==> src/rtl/prt_read_scheduler_if.sv <==
// prt_read_scheduler_if -- PRT access handshakes and egress byte stream of the read scheduler.
//   master : scheduler side (drives EN_*, slot selects, tx_data/tx_valid/tx_last)
//   slave  : PRT / downstream side (drives RDY_*, read_prt_entry, tx_ready)
//   Signals: EN/RDY_start_reading_prt_entry + slot, EN/RDY_read_prt_entry + read_prt_entry
//            (MSB = end marker), EN/RDY_invalidate_prt_entry + slot, tx_data/valid/last/ready.
interface prt_read_scheduler_if #(
   parameter int unsigned DATA_WIDTH = 8,
   parameter int unsigned NUM_SLOTS  = 10
);
   localparam int unsigned SLOT_W = $clog2(NUM_SLOTS);

   logic                  EN_start_reading_prt_entry;
   logic [SLOT_W-1:0]     start_reading_prt_entry_slot;
   logic                  RDY_start_reading_prt_entry;

   logic                  EN_read_prt_entry;
   logic                  RDY_read_prt_entry;
   logic [DATA_WIDTH:0]   read_prt_entry;

   logic                  EN_invalidate_prt_entry;
   logic [SLOT_W-1:0]     invalidate_prt_entry_slot;
   logic                  RDY_invalidate_prt_entry;

   logic [DATA_WIDTH-1:0] tx_data;
   logic                  tx_valid;
   logic                  tx_last;
   logic                  tx_ready;

   modport master (
      output EN_start_reading_prt_entry, start_reading_prt_entry_slot,
      input  RDY_start_reading_prt_entry,
      output EN_read_prt_entry,
      input  RDY_read_prt_entry, read_prt_entry,
      output EN_invalidate_prt_entry, invalidate_prt_entry_slot,
      input  RDY_invalidate_prt_entry,
      output tx_data, tx_valid, tx_last,
      input  tx_ready
   );

   modport slave (
      input  EN_start_reading_prt_entry, start_reading_prt_entry_slot,
      output RDY_start_reading_prt_entry,
      input  EN_read_prt_entry,
      output RDY_read_prt_entry, read_prt_entry,
      input  EN_invalidate_prt_entry, invalidate_prt_entry_slot,
      output RDY_invalidate_prt_entry,
      input  tx_data, tx_valid, tx_last,
      output tx_ready
   );
endinterface

==> src/rtl/prt_read_scheduler.sv <==
// prt_read_scheduler -- drains committed PRT slots in commit order: start read, stream bytes into
// an egress FIFO (last flag on the final byte), then invalidate the slot.
//   CLK, RST           : clock, synchronous active-high reset
//   commit_valid/slot  : one-cycle notice that a slot finished writing (queued FIFO order)
//   bus (master)       : PRT start/read/invalidate handshakes and tx egress stream
//   queue_count, busy  : commit queue occupancy, FSM not idle
//   overflow           : sticky, a commit was dropped because the queue was full
//   zero_len           : one-cycle pulse, frame ended with no data bytes
//   timeout_err        : one-cycle pulse, watchdog expired in START or INVAL
// Optional: define PRT_SCHED_TIMEOUT_EN to build the handshake watchdog; otherwise waits are
// unbounded and timeout_err is tied low.
module prt_read_scheduler #(
   parameter int unsigned DATA_WIDTH     = 8,
   parameter int unsigned NUM_SLOTS      = 10,
   parameter int unsigned OUT_DEPTH      = 4,
   parameter int unsigned TIMEOUT_CYCLES = 4096,
   localparam int unsigned SLOT_W        = $clog2(NUM_SLOTS)
) (
   input  logic                CLK,
   input  logic                RST,
   input  logic                commit_valid,
   input  logic [SLOT_W-1:0]   commit_slot,
   prt_read_scheduler_if.master bus,
   output logic [SLOT_W:0]     queue_count,
   output logic                busy,
   output logic                overflow,
   output logic                zero_len,
   output logic                timeout_err
);
   localparam int unsigned PTR_W = $clog2(OUT_DEPTH);

   typedef enum logic [1:0] {StIdle, StStart, StRead, StInval} state_t;

   state_t                state;
   logic [SLOT_W-1:0]     cur_slot;
   logic [DATA_WIDTH-1:0] staged;
   logic                  staged_vld;
   logic                  read_first;

   // ---------------- commit queue ----------------
   logic [SLOT_W-1:0] q_mem [NUM_SLOTS];
   logic [SLOT_W-1:0] q_rd, q_wr;
   logic              q_full, q_pop, q_push;

   assign q_full = (queue_count == (SLOT_W+1)'(NUM_SLOTS));
   assign q_pop  = (state == StIdle) && (queue_count != '0);
   // A full queue still accepts a push when the head leaves in the same cycle.
   assign q_push = commit_valid && (!q_full || q_pop);

   function automatic logic [SLOT_W-1:0] q_next(input logic [SLOT_W-1:0] p);
      return (p == SLOT_W'(NUM_SLOTS - 1)) ? '0 : p + 1'b1;
   endfunction

   always_ff @(posedge CLK) begin
      if (RST) begin
         q_rd        <= '0;
         q_wr        <= '0;
         queue_count <= '0;
         overflow    <= 1'b0;
      end else begin
         if (q_push) begin
            q_mem[q_wr] <= commit_slot;
            q_wr        <= q_next(q_wr);
         end
         if (q_pop) q_rd <= q_next(q_rd);
         case ({q_push, q_pop})
            2'b10:   queue_count <= queue_count + 1'b1;
            2'b01:   queue_count <= queue_count - 1'b1;
            default: ;
         endcase
         if (commit_valid && !q_push) overflow <= 1'b1;
      end
   end

   // ---------------- egress FIFO ----------------
   logic [DATA_WIDTH:0] f_mem [OUT_DEPTH];
   logic [PTR_W-1:0]    f_rd, f_wr;
   logic [PTR_W:0]      f_cnt;
   logic                f_push, f_pop, room;
   logic [DATA_WIDTH:0] f_wdata;

   // Two free entries: one for the staged byte, one spare for the frame-end push.
   assign room         = (f_cnt <= (PTR_W+1)'(OUT_DEPTH - 2));
   assign bus.tx_valid = (f_cnt != '0);
   assign bus.tx_data  = bus.tx_valid ? f_mem[f_rd][DATA_WIDTH-1:0] : '0;
   assign bus.tx_last  = bus.tx_valid && f_mem[f_rd][DATA_WIDTH];
   assign f_pop        = bus.tx_valid && bus.tx_ready;

   always_ff @(posedge CLK) begin
      if (RST) begin
         f_rd  <= '0;
         f_wr  <= '0;
         f_cnt <= '0;
      end else begin
         if (f_push) begin
            f_mem[f_wr] <= f_wdata;
            f_wr        <= f_wr + 1'b1;
         end
         if (f_pop) f_rd <= f_rd + 1'b1;
         case ({f_push, f_pop})
            2'b10:   f_cnt <= f_cnt + 1'b1;
            2'b01:   f_cnt <= f_cnt - 1'b1;
            default: ;
         endcase
      end
   end

   // ---------------- read datapath ----------------
   logic marker, capture, frame_end;

   assign marker                = bus.read_prt_entry[DATA_WIDTH];
   assign bus.EN_read_prt_entry = (state == StRead) && bus.RDY_read_prt_entry && room;
   assign capture               = bus.EN_read_prt_entry && !marker;
   // RDY low ends the frame, except on the first READ cycle where the PRT may still be waking up.
   assign frame_end             = (state == StRead) && room &&
                                  (bus.RDY_read_prt_entry ? marker : !read_first);
   // Staged byte goes out when displaced by a new capture, or as the last byte at frame end.
   assign f_push                = staged_vld && (capture || frame_end);
   assign f_wdata               = {frame_end, staged};

   // ---------------- watchdog ----------------
   logic wd_hit;
`ifdef PRT_SCHED_TIMEOUT_EN
   localparam int unsigned WD_W = $clog2(TIMEOUT_CYCLES + 1);
   logic            waiting;
   logic [WD_W-1:0] wd_cnt;

   assign waiting = ((state == StStart) && !bus.RDY_start_reading_prt_entry) ||
                    ((state == StInval) && !bus.RDY_invalidate_prt_entry);
   assign wd_hit  = waiting && (wd_cnt == WD_W'(TIMEOUT_CYCLES - 1));

   // Any cycle that is not a stalled wait (including every state change) clears the count.
   always_ff @(posedge CLK) begin
      if (RST) begin
         wd_cnt      <= '0;
         timeout_err <= 1'b0;
      end else begin
         wd_cnt      <= (waiting && !wd_hit) ? wd_cnt + 1'b1 : '0;
         timeout_err <= wd_hit;
      end
   end
`else
   assign wd_hit      = 1'b0;
   assign timeout_err = 1'b0;
`endif

   // ---------------- control FSM ----------------
   always_ff @(posedge CLK) begin
      if (RST) begin
         state      <= StIdle;
         cur_slot   <= '0;
         staged     <= '0;
         staged_vld <= 1'b0;
         read_first <= 1'b0;
         zero_len   <= 1'b0;
      end else begin
         zero_len <= 1'b0;
         case (state)
            StIdle: begin
               if (q_pop) begin
                  cur_slot <= q_mem[q_rd];
                  state    <= StStart;
               end
            end
            StStart: begin
               if (bus.RDY_start_reading_prt_entry) begin
                  state      <= StRead;
                  read_first <= 1'b1;
                  staged_vld <= 1'b0;
               end else if (wd_hit) begin
                  state <= StInval;
               end
            end
            StRead: begin
               read_first <= 1'b0;
               if (capture) begin
                  staged     <= bus.read_prt_entry[DATA_WIDTH-1:0];
                  staged_vld <= 1'b1;
               end
               if (frame_end) begin
                  staged_vld <= 1'b0;
                  zero_len   <= !staged_vld;
                  state      <= StInval;
               end
            end
            StInval: begin
               if (bus.RDY_invalidate_prt_entry || wd_hit) state <= StIdle;
            end
            default: state <= StIdle;
         endcase
      end
   end

   assign busy                             = (state != StIdle);
   assign bus.EN_start_reading_prt_entry   = (state == StStart);
   assign bus.start_reading_prt_entry_slot = (state == StStart) ? cur_slot : '0;
   assign bus.EN_invalidate_prt_entry      = (state == StInval);
   assign bus.invalidate_prt_entry_slot    = (state == StInval) ? cur_slot : '0;
endmodule

==> src/flat_wrapper.sv <==
// flat-port wrapper written by rule: the top's interface ports become plain ports
module prt_read_scheduler_flat 
#(
   parameter int unsigned DATA_WIDTH     = 8,
   parameter int unsigned NUM_SLOTS      = 10,
   parameter int unsigned OUT_DEPTH      = 4,
   parameter int unsigned TIMEOUT_CYCLES = 4096,
   localparam int unsigned SLOT_W        = $clog2(NUM_SLOTS)
)
  (CLK, RST, commit_valid, commit_slot, queue_count, busy, overflow, zero_len, timeout_err, bus_EN_start_reading_prt_entry, bus_start_reading_prt_entry_slot, bus_RDY_start_reading_prt_entry, bus_EN_read_prt_entry, bus_RDY_read_prt_entry, bus_read_prt_entry, bus_EN_invalidate_prt_entry, bus_invalidate_prt_entry_slot, bus_RDY_invalidate_prt_entry, bus_tx_data, bus_tx_valid, bus_tx_last, bus_tx_ready);
  prt_read_scheduler_if #(.DATA_WIDTH(DATA_WIDTH), .NUM_SLOTS(NUM_SLOTS)) bus_i ();
  input  logic CLK;
  input  logic RST;
  input  logic commit_valid;
  input  logic [SLOT_W-1:0] commit_slot;
  output logic [SLOT_W:0] queue_count;
  output logic busy;
  output logic overflow;
  output logic zero_len;
  output logic timeout_err;
  output wire logic [$bits(bus_i.EN_start_reading_prt_entry)-1:0] bus_EN_start_reading_prt_entry;
  output wire logic [$bits(bus_i.start_reading_prt_entry_slot)-1:0] bus_start_reading_prt_entry_slot;
  input wire logic [$bits(bus_i.RDY_start_reading_prt_entry)-1:0] bus_RDY_start_reading_prt_entry;
  output wire logic [$bits(bus_i.EN_read_prt_entry)-1:0] bus_EN_read_prt_entry;
  input wire logic [$bits(bus_i.RDY_read_prt_entry)-1:0] bus_RDY_read_prt_entry;
  input wire logic [$bits(bus_i.read_prt_entry)-1:0] bus_read_prt_entry;
  output wire logic [$bits(bus_i.EN_invalidate_prt_entry)-1:0] bus_EN_invalidate_prt_entry;
  output wire logic [$bits(bus_i.invalidate_prt_entry_slot)-1:0] bus_invalidate_prt_entry_slot;
  input wire logic [$bits(bus_i.RDY_invalidate_prt_entry)-1:0] bus_RDY_invalidate_prt_entry;
  output wire logic [$bits(bus_i.tx_data)-1:0] bus_tx_data;
  output wire logic [$bits(bus_i.tx_valid)-1:0] bus_tx_valid;
  output wire logic [$bits(bus_i.tx_last)-1:0] bus_tx_last;
  input wire logic [$bits(bus_i.tx_ready)-1:0] bus_tx_ready;
  assign bus_EN_start_reading_prt_entry = bus_i.EN_start_reading_prt_entry;
  assign bus_start_reading_prt_entry_slot = bus_i.start_reading_prt_entry_slot;
  assign bus_i.RDY_start_reading_prt_entry = bus_RDY_start_reading_prt_entry;
  assign bus_EN_read_prt_entry = bus_i.EN_read_prt_entry;
  assign bus_i.RDY_read_prt_entry = bus_RDY_read_prt_entry;
  assign bus_i.read_prt_entry = bus_read_prt_entry;
  assign bus_EN_invalidate_prt_entry = bus_i.EN_invalidate_prt_entry;
  assign bus_invalidate_prt_entry_slot = bus_i.invalidate_prt_entry_slot;
  assign bus_i.RDY_invalidate_prt_entry = bus_RDY_invalidate_prt_entry;
  assign bus_tx_data = bus_i.tx_data;
  assign bus_tx_valid = bus_i.tx_valid;
  assign bus_tx_last = bus_i.tx_last;
  assign bus_i.tx_ready = bus_tx_ready;
  prt_read_scheduler #(.DATA_WIDTH(DATA_WIDTH), .NUM_SLOTS(NUM_SLOTS), .OUT_DEPTH(OUT_DEPTH), .TIMEOUT_CYCLES(TIMEOUT_CYCLES)) u_core (.CLK(CLK), .RST(RST), .commit_valid(commit_valid), .commit_slot(commit_slot), .bus(bus_i), .queue_count(queue_count), .busy(busy), .overflow(overflow), .zero_len(zero_len), .timeout_err(timeout_err));
endmodule
==> config.mk <==
export PLATFORM = sky130hd
export DESIGN_NAME = prt_read_scheduler_flat
export DESIGN_NICKNAME = d
export VERILOG_FILES = /design/src/rtl/prt_read_scheduler_if.sv /design/src/rtl/prt_read_scheduler.sv /design/src/flat_wrapper.sv
export SDC_FILE = /design/constraint.sdc
export NUM_CORES = 1
export LEC_CHECK = 0
export CAP_MARGIN = 5
export CELL_PAD_IN_SITES_DETAIL_PLACEMENT = 1
export CELL_PAD_IN_SITES_GLOBAL_PLACEMENT = 1
export CORE_ASPECT_RATIO = 0.75
export CORE_MARGIN = 2
export CORE_UTILIZATION = 40
export CTS_BUF_LIST = sky130_fd_sc_hd__clkbuf_4 sky130_fd_sc_hd__clkbuf_8 sky130_fd_sc_hd__clkbuf_16
export CTS_CLUSTER_SIZE = 30
export DETAILED_ROUTE_END_ITERATION = 7
export HOLD_SLACK_MARGIN = 0.15
export PLACE_DENSITY = 0.72
export SYNTH_ARGS = -nofsm -noshare
export SYNTH_HDL_FRONTEND = slang
export SYNTH_SLANG_ARGS = --single-unit
==> constraint.sdc <==
create_clock -name CLK -period 2.7 [get_ports CLK]
set_input_delay 0.405 -clock CLK [delete_from_list [all_inputs] [get_ports CLK]]
set_output_delay 0.405 -clock CLK [all_outputs]
set_load 0.01 [all_outputs]
-- Word level (Yosys, flattened, before mapping)
Memories as Yosys holds them, arrays and structs flattened. A register that Yosys moved wholly into a read port is not among the register bits.
Index checks and enable logic that the tools add are counted.
- register bits: 34
- bits in latches: 0
- RAM bits: 76
- bits in read-only memories: 0
- bits of input ports: 20
- output and inout port bits: 30
- word-level logic and storage cells: 98
- memories kept: 2
- add/subtract/negate cells: 8
- multipliers: 0
- divide/modulo/power cells: 0
- order comparisons: 1
- equality and inequality tests: 15
- shifts and indexed selects: 0
- mux-type cells: 27
- bitwise gates (word level): 2
- reductions and logical operators: 31
- memories (name ; depth ; bits a word ; rd ports ; clocked after memory_dff ; write ports ; RTL line ; RTL):
    u_core.q_mem ; 10 ; 4 ; 1 ; 1 ; 1 ; prt_read_scheduler.sv:41 ; logic [SLOT_W-1:0] q_mem [NUM_SLOTS];
    u_core.f_mem ; 4 ; 9 ; 1 ; 1 ; 1 ; prt_read_scheduler.sv:76 ; logic [DATA_WIDTH:0] f_mem [OUT_DEPTH];
- operators by type and width (cell ; count):
    $mux 4 ; 4
    $mux 2 ; 6
    $logic_and 1x1->1 ; 11
    $mux 1 ; 11
    $pmux 5 s2 ; 1
    $add 4x1->4 const B ; 2
    $eq 2x2->1 const B ; 4
    $eq 4x4->1 const B ; 2
    $mux 8 ; 1
    $ne 2x1->1 const B ; 4
    $pmux 2 s4 ; 1
    $reduce_bool 2->1 ; 4
    $eq 2x1->1 const B ; 3
    $pmux 3 s2 ; 1
    $reduce_and 2->1 ; 3
    $add 5x1->5 const B ; 1
    $eq 5x4->1 const B ; 1
    $logic_not 1->1 ; 5
    $reduce_bool 5->1 ; 1
    $sub 5x1->5 const B ; 1
    $add 2x1->2 const B ; 2
    $pmux 1 s2 ; 2
    $reduce_and 4->1 ; 1
    $add 3x1->3 const B ; 1
    9 further kinds ; 11

-- Depth between registers and ports, before layout
Gate-level depths: netlist of run 1.
- depth after elaboration: 9
- gate-level depth with buffers: 12
- mapped depth without buffers: 11

-- Worst setup path before layout of run 1
OpenSTA, ideal clock, no wires.
- path type: reg2reg
- from: register u_core.state[0]
- to: register u_core.queue_count[4]
- setup time: 71 ps
- arrival time: 2525 ps
- required time: 2629 ps
- path slack: 105 ps
- cell stages (with the launch flop): 12
- path buffers: 1
- path through: dfxtp_1 -> inv_1 -> ha_1 -> nand3b_1 -> o21ai_0 -> buf_2 -> ha_1 -> ha_1 -> a21oi_1 -> a21oi_1 -> or4_1 -> a21oi_1
- longest elaborated chain between the ends: 6
- elaborated cells between the ends (all ways): 8
- those cells by class: eq/ne (2); mux (1); reduce/logical (5)
- ends and longest elaborated chain (what ; RTL line ; RTL):
    start, declared ; prt_read_scheduler.sv:34 ; state_t state;
    start signal, assigned ; prt_read_scheduler.sv:150 ; state <= StIdle;
    start signal, assigned ; prt_read_scheduler.sv:162 ; state <= StStart;
    start signal, assigned ; prt_read_scheduler.sv:167 ; state <= StRead;
    $logic_not 2->1 (*) ; prt_read_scheduler.sv:46 ; assign q_pop = (state == StIdle) && (queue_count != '0);
    $logic_and 1x1->1 (*) ; prt_read_scheduler.sv:46 ;
    $logic_or 1x1->1 ; prt_read_scheduler.sv:48 ; assign q_push = commit_valid && (!q_full || q_pop);
    $logic_and 1x1->1 ; prt_read_scheduler.sv:48 ;
    $eq 2x1->1 or $eq 2x2->1 (tied branches) ; prt_read_scheduler.sv:66 ; case ({q_push, q_pop})
    $pmux 5 s2 or $reduce_bool 2->1 (tied branches) ; - ;
    end signal, assigned ; prt_read_scheduler.sv:67 ; 2'b10: queue_count <= queue_count + 1'b1;
    end signal, assigned ; prt_read_scheduler.sv:68 ; 2'b01: queue_count <= queue_count - 1'b1;
    end, declared ; prt_read_scheduler.sv:24 ; output logic [SLOT_W:0] queue_count,
Mark *: on every way between the ends. The rest lies on a longest branch, timed or not.
A chain may end at the register's enable or synchronous reset.

-- Final worst setup path of run 1
- from: register u_core.state[1]
- to: register u_core.queue_count[4]
The elaborated chain is that of the path after synthesis.

==> results of run 1 <==
==> area by class of cell <==
cell class	instances	area share [%]
clock inverter	15	2.900
clock buffer	17	6.754
multi-input combinational	204	27.53
timing repair buffer	64	9.535
tap	166	3.298
inverter	17	1.013
sequential	116	48.97
==> worst max-delay path, stage by stage (launching register included) <==
cell      delay [ns]
dfxtp_1         0.39
inv_1           0.09
ha_1            0.20
nand3b_1        0.19
o21ai_2         0.24
ha_4            0.21
ha_1            0.26
a21oi_1         0.17
a21oi_1         0.10
or4_1           0.47
a21oi_1         0.14
==> registers in the layout, summed over array words and instances, names as in the netlist, named ones only <==
| register | cells |
|---|---|
| u_core.q_mem | 40 |
| u_core.f_mem | 36 |
| u_core.staged | 8 |
| u_core.queue_count | 5 |
| u_core.cur_slot | 4 |
| u_core.q_rd | 4 |
| u_core.q_wr | 4 |
| u_core.f_cnt | 3 |
| u_core.f_rd | 2 |
| u_core.f_wr | 2 |
| u_core.state | 2 |
| u_core.overflow | 1 |
| u_core.read_first | 1 |
| u_core.staged_vld | 1 |
| u_core.zero_len | 1 |
==> layer usage <==
layer | up-vias | track usage (%)
li1 | 1434 | -
met1 | 1531 | 21.25
met2 | 38 | 30.85
met3 | 9 | 3.922
met4 | 0 | 6.137
met5 | - | 0
==> through the flow <==
step | power, mW | util (%) | setup slack (ns)
finish | 5.722 | 51.37 | 0.1690
global route | 5.989 | 51.37 | -0.001082
CTS | 5.717 | 51.22 | 0.005518
detailed placement | 3.424 | 46.27 | -0.07274
global placement | 3.374 | 46.27 | 0.07034
floorplan | 3.012 | - | 0.1048
==> cell usage after synthesis, drive strengths merged <==
master         number  area share (%)
o31ai               1            0.15
fa                  2            0.80
a211o               1            0.18
a211oi              3            0.45
nand4               1            0.13
o21ai               5            0.50
nand3               2            0.20
mux2i              16             3.2
xnor2               5            0.88
inv                16             1.2
dfxtp              40              16
or3                 4            0.50
o21a                4            0.60
a21o                2            0.33
a311o               1            0.20
o2111ai             1            0.18
nor2b               2            0.25
clkbuf             11             1.8
buf                 5            0.68
a21oi              13             1.3
a221oi              1            0.18
or4b                2            0.40
o311ai              1            0.18
and2               23             2.9
and3                2            0.25
and4b               2            0.40
nand3b              2            0.30
o31a                1            0.18
nand2              11            0.83
edfxtp             76              46
clkdlybuf4s50       1            0.23
nor2               41             3.1
mux4               21             9.9
conb                1           0.075
xor2                5            0.88
clkinv              1           0.075
nand2b              4            0.50
ha                 13             3.3
nor4                2            0.25
or4                 2            0.30
nor3                7            0.70
==> logic make-up after synthesis <==
group | count (synthesis) | synth area share (%)
simple gates | 107 | 10.96
other cells | 1 | 0.07498
flops | 116 | 61.65
fa+ha+maj | 15 | 4.053
mux | 37 | 13.11
compound gates | 34 | 4.403
buf+inv | 34 | 4.003
xor+xnor | 10 | 1.751
==> power breakdown <==
group          total [mW]  switching, mW  leakage, nW  internal, mW
Combinational        1.31          0.641        0.911         0.664
Sequential           2.13          0.129        0.986          2.00
Clock                2.29          0.833        0.285          1.46
==> worst max-delay path by stage <==
stage                          from               endpoint  slack, ns  cells after the start
floorplan           u_core.state[0]  u_core.queue_count[4]       0.10                     11
global placement       commit_valid  u_core.queue_count[4]       0.07                      8
detailed placement  u_core.state[0]  u_core.queue_count[4]      -0.07                     10
CTS                 u_core.state[0]  u_core.queue_count[4]      0.006                     10
global route        u_core.state[1]  u_core.queue_count[4]     -0.001                     10
finish              u_core.state[1]  u_core.queue_count[4]       0.17                     10
==> flow_metrics.env, run 1 <==
export IMPL_antenna_left=0
export IMPL_peakVddDrop_mv=0.4972
export IMPL_diodes=0
export IMPL_fin_cells=599
export IMPL_die_y_um=100.8
export IMPL_cts_tree="built"
export IMPL_fin_crit_ns=2.531
export IMPL_worstMarginPinSlew_ns=0.6401
export IMPL_yosysWarnings=0
export IMPL_num_rows=35
export IMPL_min_delay_path_class="reg -> reg"
export IMPL_antenna_found_initial=0
export IMPL_ys_seq_elements=116
export IMPL_r2r_worst_path_cells=10
export IMPL_dieArea_um2=13420
export IMPL_cts_resized=1
export IMPL_syn_inst=354
export IMPL_multi_input_area_um2=1734
export IMPL_hpwlAfterDp_um=7557
export IMPL_grt_overflow=0
export IMPL_clkTransAtPathRegs_ns=0.06
export IMPL_rrSetupSlack_ns=0.17
export IMPL_grt_pass1_vias=3238
export IMPL_layout_commonest_cell="edfxtp_1"
export IMPL_worstPathArrival_ns=2.87
export IMPL_syn_area_um2=5001
export IMPL_ff_latch_area_um2=3084
export IMPL_grt_start_max_net_pins=31
export IMPL_design_portCount=50
export IMPL_route_detailed_wl_per_inst_um=18.04
export IMPL_syn_nets=389
export IMPL_cts_root_buf="clkbuf_16"
export IMPL_globalplace_congestion=0.7345
export IMPL_endpoint_kind="register"
export IMPL_cts_buffer_depth=2
export IMPL_port_buffers=48
export IMPL_p_per_area_nw_per_um2=908.5
export IMPL_power_leakage_nw=2.182
export IMPL_finalSetupTns_ns=0
export IMPL_synthToLayoutAreaGrowth_pct=25.94
export IMPL_holdWs_ns=0.4838
export IMPL_final_cell_mix="edfxtp_1, clkdlybuf4s50_1, nor2_1"
export IMPL_clk_latency_ns=0.41
export IMPL_synth_area_per_cell_um2=14.13
export IMPL_drive_gt1_share_pct=15.94
export IMPL_outcome="finished clean"
export IMPL_cts_buffers_inserted=17
export IMPL_core_um2=12260
export IMPL_r2r_end="u_core.queue_count[4]"
export IMPL_min_period_over_period_pct=93.74
export IMPL_drc=0
export IMPL_hold_end="u_core.overflow"
export IMPL_crit_path_start_kind="register"
export IMPL_setup_viol=0
export IMPL_place_area_um2=5673
export IMPL_maxSlewHeadroom_pct=57.29
export IMPL_worstSetupPathType="reg -> reg"
export IMPL_highest_layer="met4"
export IMPL_avgViaCountPerCell=5.028
export IMPL_fin_area_um2=6299
export IMPL_synth_cell_types=46
export IMPL_finalWirelength_um=10810
export IMPL_path_max_fanout=5
export IMPL_cts_sinks=116
export IMPL_nNetsFinal=455
export IMPL_whs_path_depth=2
export IMPL_post_cts_repair_setup_buffers=0
export IMPL_holdCritStartpoint="u_core.overflow"
export IMPL_fillerInstances=1206
export IMPL_wl_met1_um=4790
export IMPL_cap_violations=0
export IMPL_cp_required_ns=3.04
export IMPL_synth_seq_area_share_pct=61.65
export IMPL_initial_utilization_pct=40.79
export IMPL_dr_total_vias=3012
export IMPL_fmax_mhz=395.1
export IMPL_finClkSkew_ns=0.01380
export IMPL_slew_violations=0
export IMPL_track_usage_pct=17.42
export IMPL_post_place_cells=567
export IMPL_final_hold_viol_count=0
export IMPL_grt_pass1_wl_um=17410
export IMPL_cts_max_level=4
export IMPL_worstReg2RegStart="u_core.state[1]"
export IMPL_die_x_um=133.1
export IMPL_dr_pass1_iters=4
export IMPL_wl_met3_um=268
export IMPL_met2_length_um=5656
export IMPL_drtIter0Drc=133
export IMPL_cts_hold_buf=0
Note: power is estimated with default switching activity, not from simulation.
==> inputs of run 2 (changes only) <==
==> constraint.sdc (replaced) <==
create_clock -name CLK -period 2.7 [get_ports CLK]
set_input_delay 0.675 -clock CLK [delete_from_list [all_inputs] [get_ports CLK]]
set_output_delay 0.675 -clock CLK [all_outputs]
set_load 0.01 [all_outputs]
==> run 2 against run 1 <==
Net effect: worst setup slack worse by 0.051 ns; total power up 6.6%; hold slack worse by 0.0084 ns; utilization up 1.8 points; flip-flop and latch count unchanged; register-to-register slack worse by 0.03 ns; first-iteration DRC count down 1.5%; clock power up 11%; design area up 3.5%; highest routed layer unchanged; largest power group unchanged; critical endpoint is now bus_invalidate_prt_entry_slot[0]; clock skew down 0.0041 ns; final cell count up 3.3%.
==> flow_metrics.env, run 2 (same netlist as run 1, synthesis figures left out) <==
export IMPL_drtIter0Drc=131
export IMPL_r2r_end="u_core.queue_count[4]"
export IMPL_ff_latch_area_um2=3085
export IMPL_antenna_found_initial=0
export IMPL_fin_crit_ns=2.582
export IMPL_track_usage_pct=18.38
export IMPL_die_x_um=133.1
export IMPL_cts_max_level=4
export IMPL_rsz0062_at_grt="yes"
export IMPL_peakVddDrop_mv=0.4713
export IMPL_cp_required_ns=2.03
export IMPL_top_regs="u_core.q_mem: 40 flops, u_core.f_mem: 36 flops, u_core.staged: 8 flops"
export IMPL_setup_viol=0
export IMPL_dr_total_vias=3134
export IMPL_p_total_mw=6.100
export IMPL_cts_root_buf="clkbuf_16"
export IMPL_hpwlAfterDp_um=7902
export IMPL_critPathLaunch="u_core.state[0]"
export IMPL_regMostFlops="u_core.q_mem"
export IMPL_grt_pass1_vias=3408
export IMPL_clkTransAtPathRegs_ns=0.05
export IMPL_route_detailed_wl_per_inst_um=18.50
export IMPL_finalWirelength_um=11450
export IMPL_largest_register_ff_count=40
export IMPL_drc=0
export IMPL_worstPathArrival_ns=1.91
export IMPL_cts_tree="built"
export IMPL_dieArea_um2=13420
export IMPL_outcome="finished clean"
export IMPL_grt_pass1_wl_um=18250
export IMPL_diodes=0
export IMPL_worstMarginPinSlew_ns=0.5624
export IMPL_finClkSkew_ns=0.009720
export IMPL_slew_violations=0
export IMPL_cts_buffer_depth=2
export IMPL_final_hold_viol_count=0
export IMPL_port_buffers=48
export IMPL_initial_utilization_pct=40.79
export IMPL_worstReg2RegStart="u_core.state[0]"
export IMPL_endpoint_kind="output pin"
export IMPL_drive_gt1_share_pct=20.53
export IMPL_avgViaCountPerCell=5.063
export IMPL_grt_overflow=0
export IMPL_crit_path_start_kind="register"
export IMPL_cts_hold_buf=0
export IMPL_met2_usage_pct=32.56
export IMPL_core_um2=12260
export IMPL_synthToLayoutAreaGrowth_pct=30.30
export IMPL_power_leakage_nw=2.381
export IMPL_nNetsFinal=475
export IMPL_met1_usage_pct=21.65
export IMPL_place_area_um2=5808
export IMPL_num_rows=35
export IMPL_maxSlewHeadroom_pct=62.45
export IMPL_busiest_layer="met2"
export IMPL_crit_end="bus_invalidate_prt_entry_slot[0]"
export IMPL_min_delay_path_class="reg -> reg"
export IMPL_path_max_fanout=6
export IMPL_cap_violations=0
export IMPL_die_y_um=100.8
export IMPL_worstSetupPathType="reg -> out"
export IMPL_fmax_mhz=387.3
export IMPL_cts_sinks=116
export IMPL_design_portCount=50
export IMPL_grt_start_max_net_pins=37
export IMPL_grtUsageMet3_pct=5.028
export IMPL_min_period_over_period_pct=95.63
export IMPL_layout_commonest_cell="edfxtp_1"
export IMPL_rrSetupSlack_ns=0.14
export IMPL_fillerInstances=1204
export IMPL_dr_pass1_iters=4
export IMPL_globalplace_congestion=0.8059
export IMPL_antenna_left=0
export IMPL_holdWs_ns=0.4754
export IMPL_multi_input_area_um2=1743
export IMPL_fin_area_um2=6516
export IMPL_r2r_worst_path_cells=10
export IMPL_p_per_area_nw_per_um2=936.1
export IMPL_final_cell_mix="edfxtp_1, nor2_1, clkdlybuf4s50_1, dfxtp_1, buf_4"
export IMPL_cts_buffers_inserted=17
export IMPL_clk_latency_ns=0.41
run 2: timing repair:
| item | in CTS | in global routing |
|---|---|---|
| endpoints found under the hold margin | 0 | 0 |
| gates resized for setup | 19 | 3 |
| cloned | 1 | 0 |
| endpoints found under the setup margin | 11 | 4 |
| buffers inserted | 1 | 1 |
| pin swaps | 0 | 1 |
run 2: layer usage:
layer / wire (um) / up-vias / share of wire (%)
met5: 0 / - / 0
met4: 115 / 0 / 1.0
met3: 324 / 11 / 2.8
met2: 6036 / 41 / 53
met1: 4972 / 1609 / 43
li1: - / 1473 / -
run 2: area by class of cell:
type | count | share of cell area [%]
flip-flops and latches | 116 | 47.35
multi-input cells | 204 | 26.75
repair buffers | 84 | 11.39
clock buffers | 21 | 7.181
well taps | 166 | 3.187
clock inverters | 11 | 3.168
inverters | 17 | 0.9793
run 2: report_power, final:
| part | internal, mW | total [mW] | switching [mW] |
|---|---|---|---|
| combinational | 0.737 | 1.43 | 0.694 |
| sequential | 2.00 | 2.12 | 0.118 |
| clock | 1.79 | 2.55 | 0.762 |
| total | 4.53 | 6.10 | 1.57 |
run 2: worst min-delay path by stage:
| stage | from | to | slack [ns] | depth (start not counted) |
|---|---|---|---|---|
| finish | u_core.staged_vld | u_core.zero_len | 0.48 | 1 |
| global route | u_core.staged_vld | u_core.zero_len | 0.52 | 1 |
| CTS | u_core.staged_vld | u_core.zero_len | 0.48 | 1 |
| detailed placement | u_core.staged_vld | u_core.zero_len | 0.45 | 1 |
| global placement | u_core.staged_vld | u_core.zero_len | 0.45 | 1 |
| floorplan | u_core.staged_vld | u_core.zero_len | 0.42 | 1 |
run 2: through the flow:
stage	setup TNS (ns)	cells	setup slack, ns	utilization [%]
final	0	619	0.1180	53.14
after global routing	-0.05284	619	-0.05284	53.14
after CTS	0	619	0.02171	53.06
after detailed placement	-2.814	585	-0.2912	47.37
after global placement	-2.135	585	-0.2168	47.37
after floorplan	0	354	0.1048	-
run 2: worst max-delay path, cell delays in order, from the launching register on:
cell             delay [ns]
dfxtp_1                0.33
buf_4                  0.14
ha_1                   0.30
and2_1                 0.18
clkdlybuf4s50_1        0.55
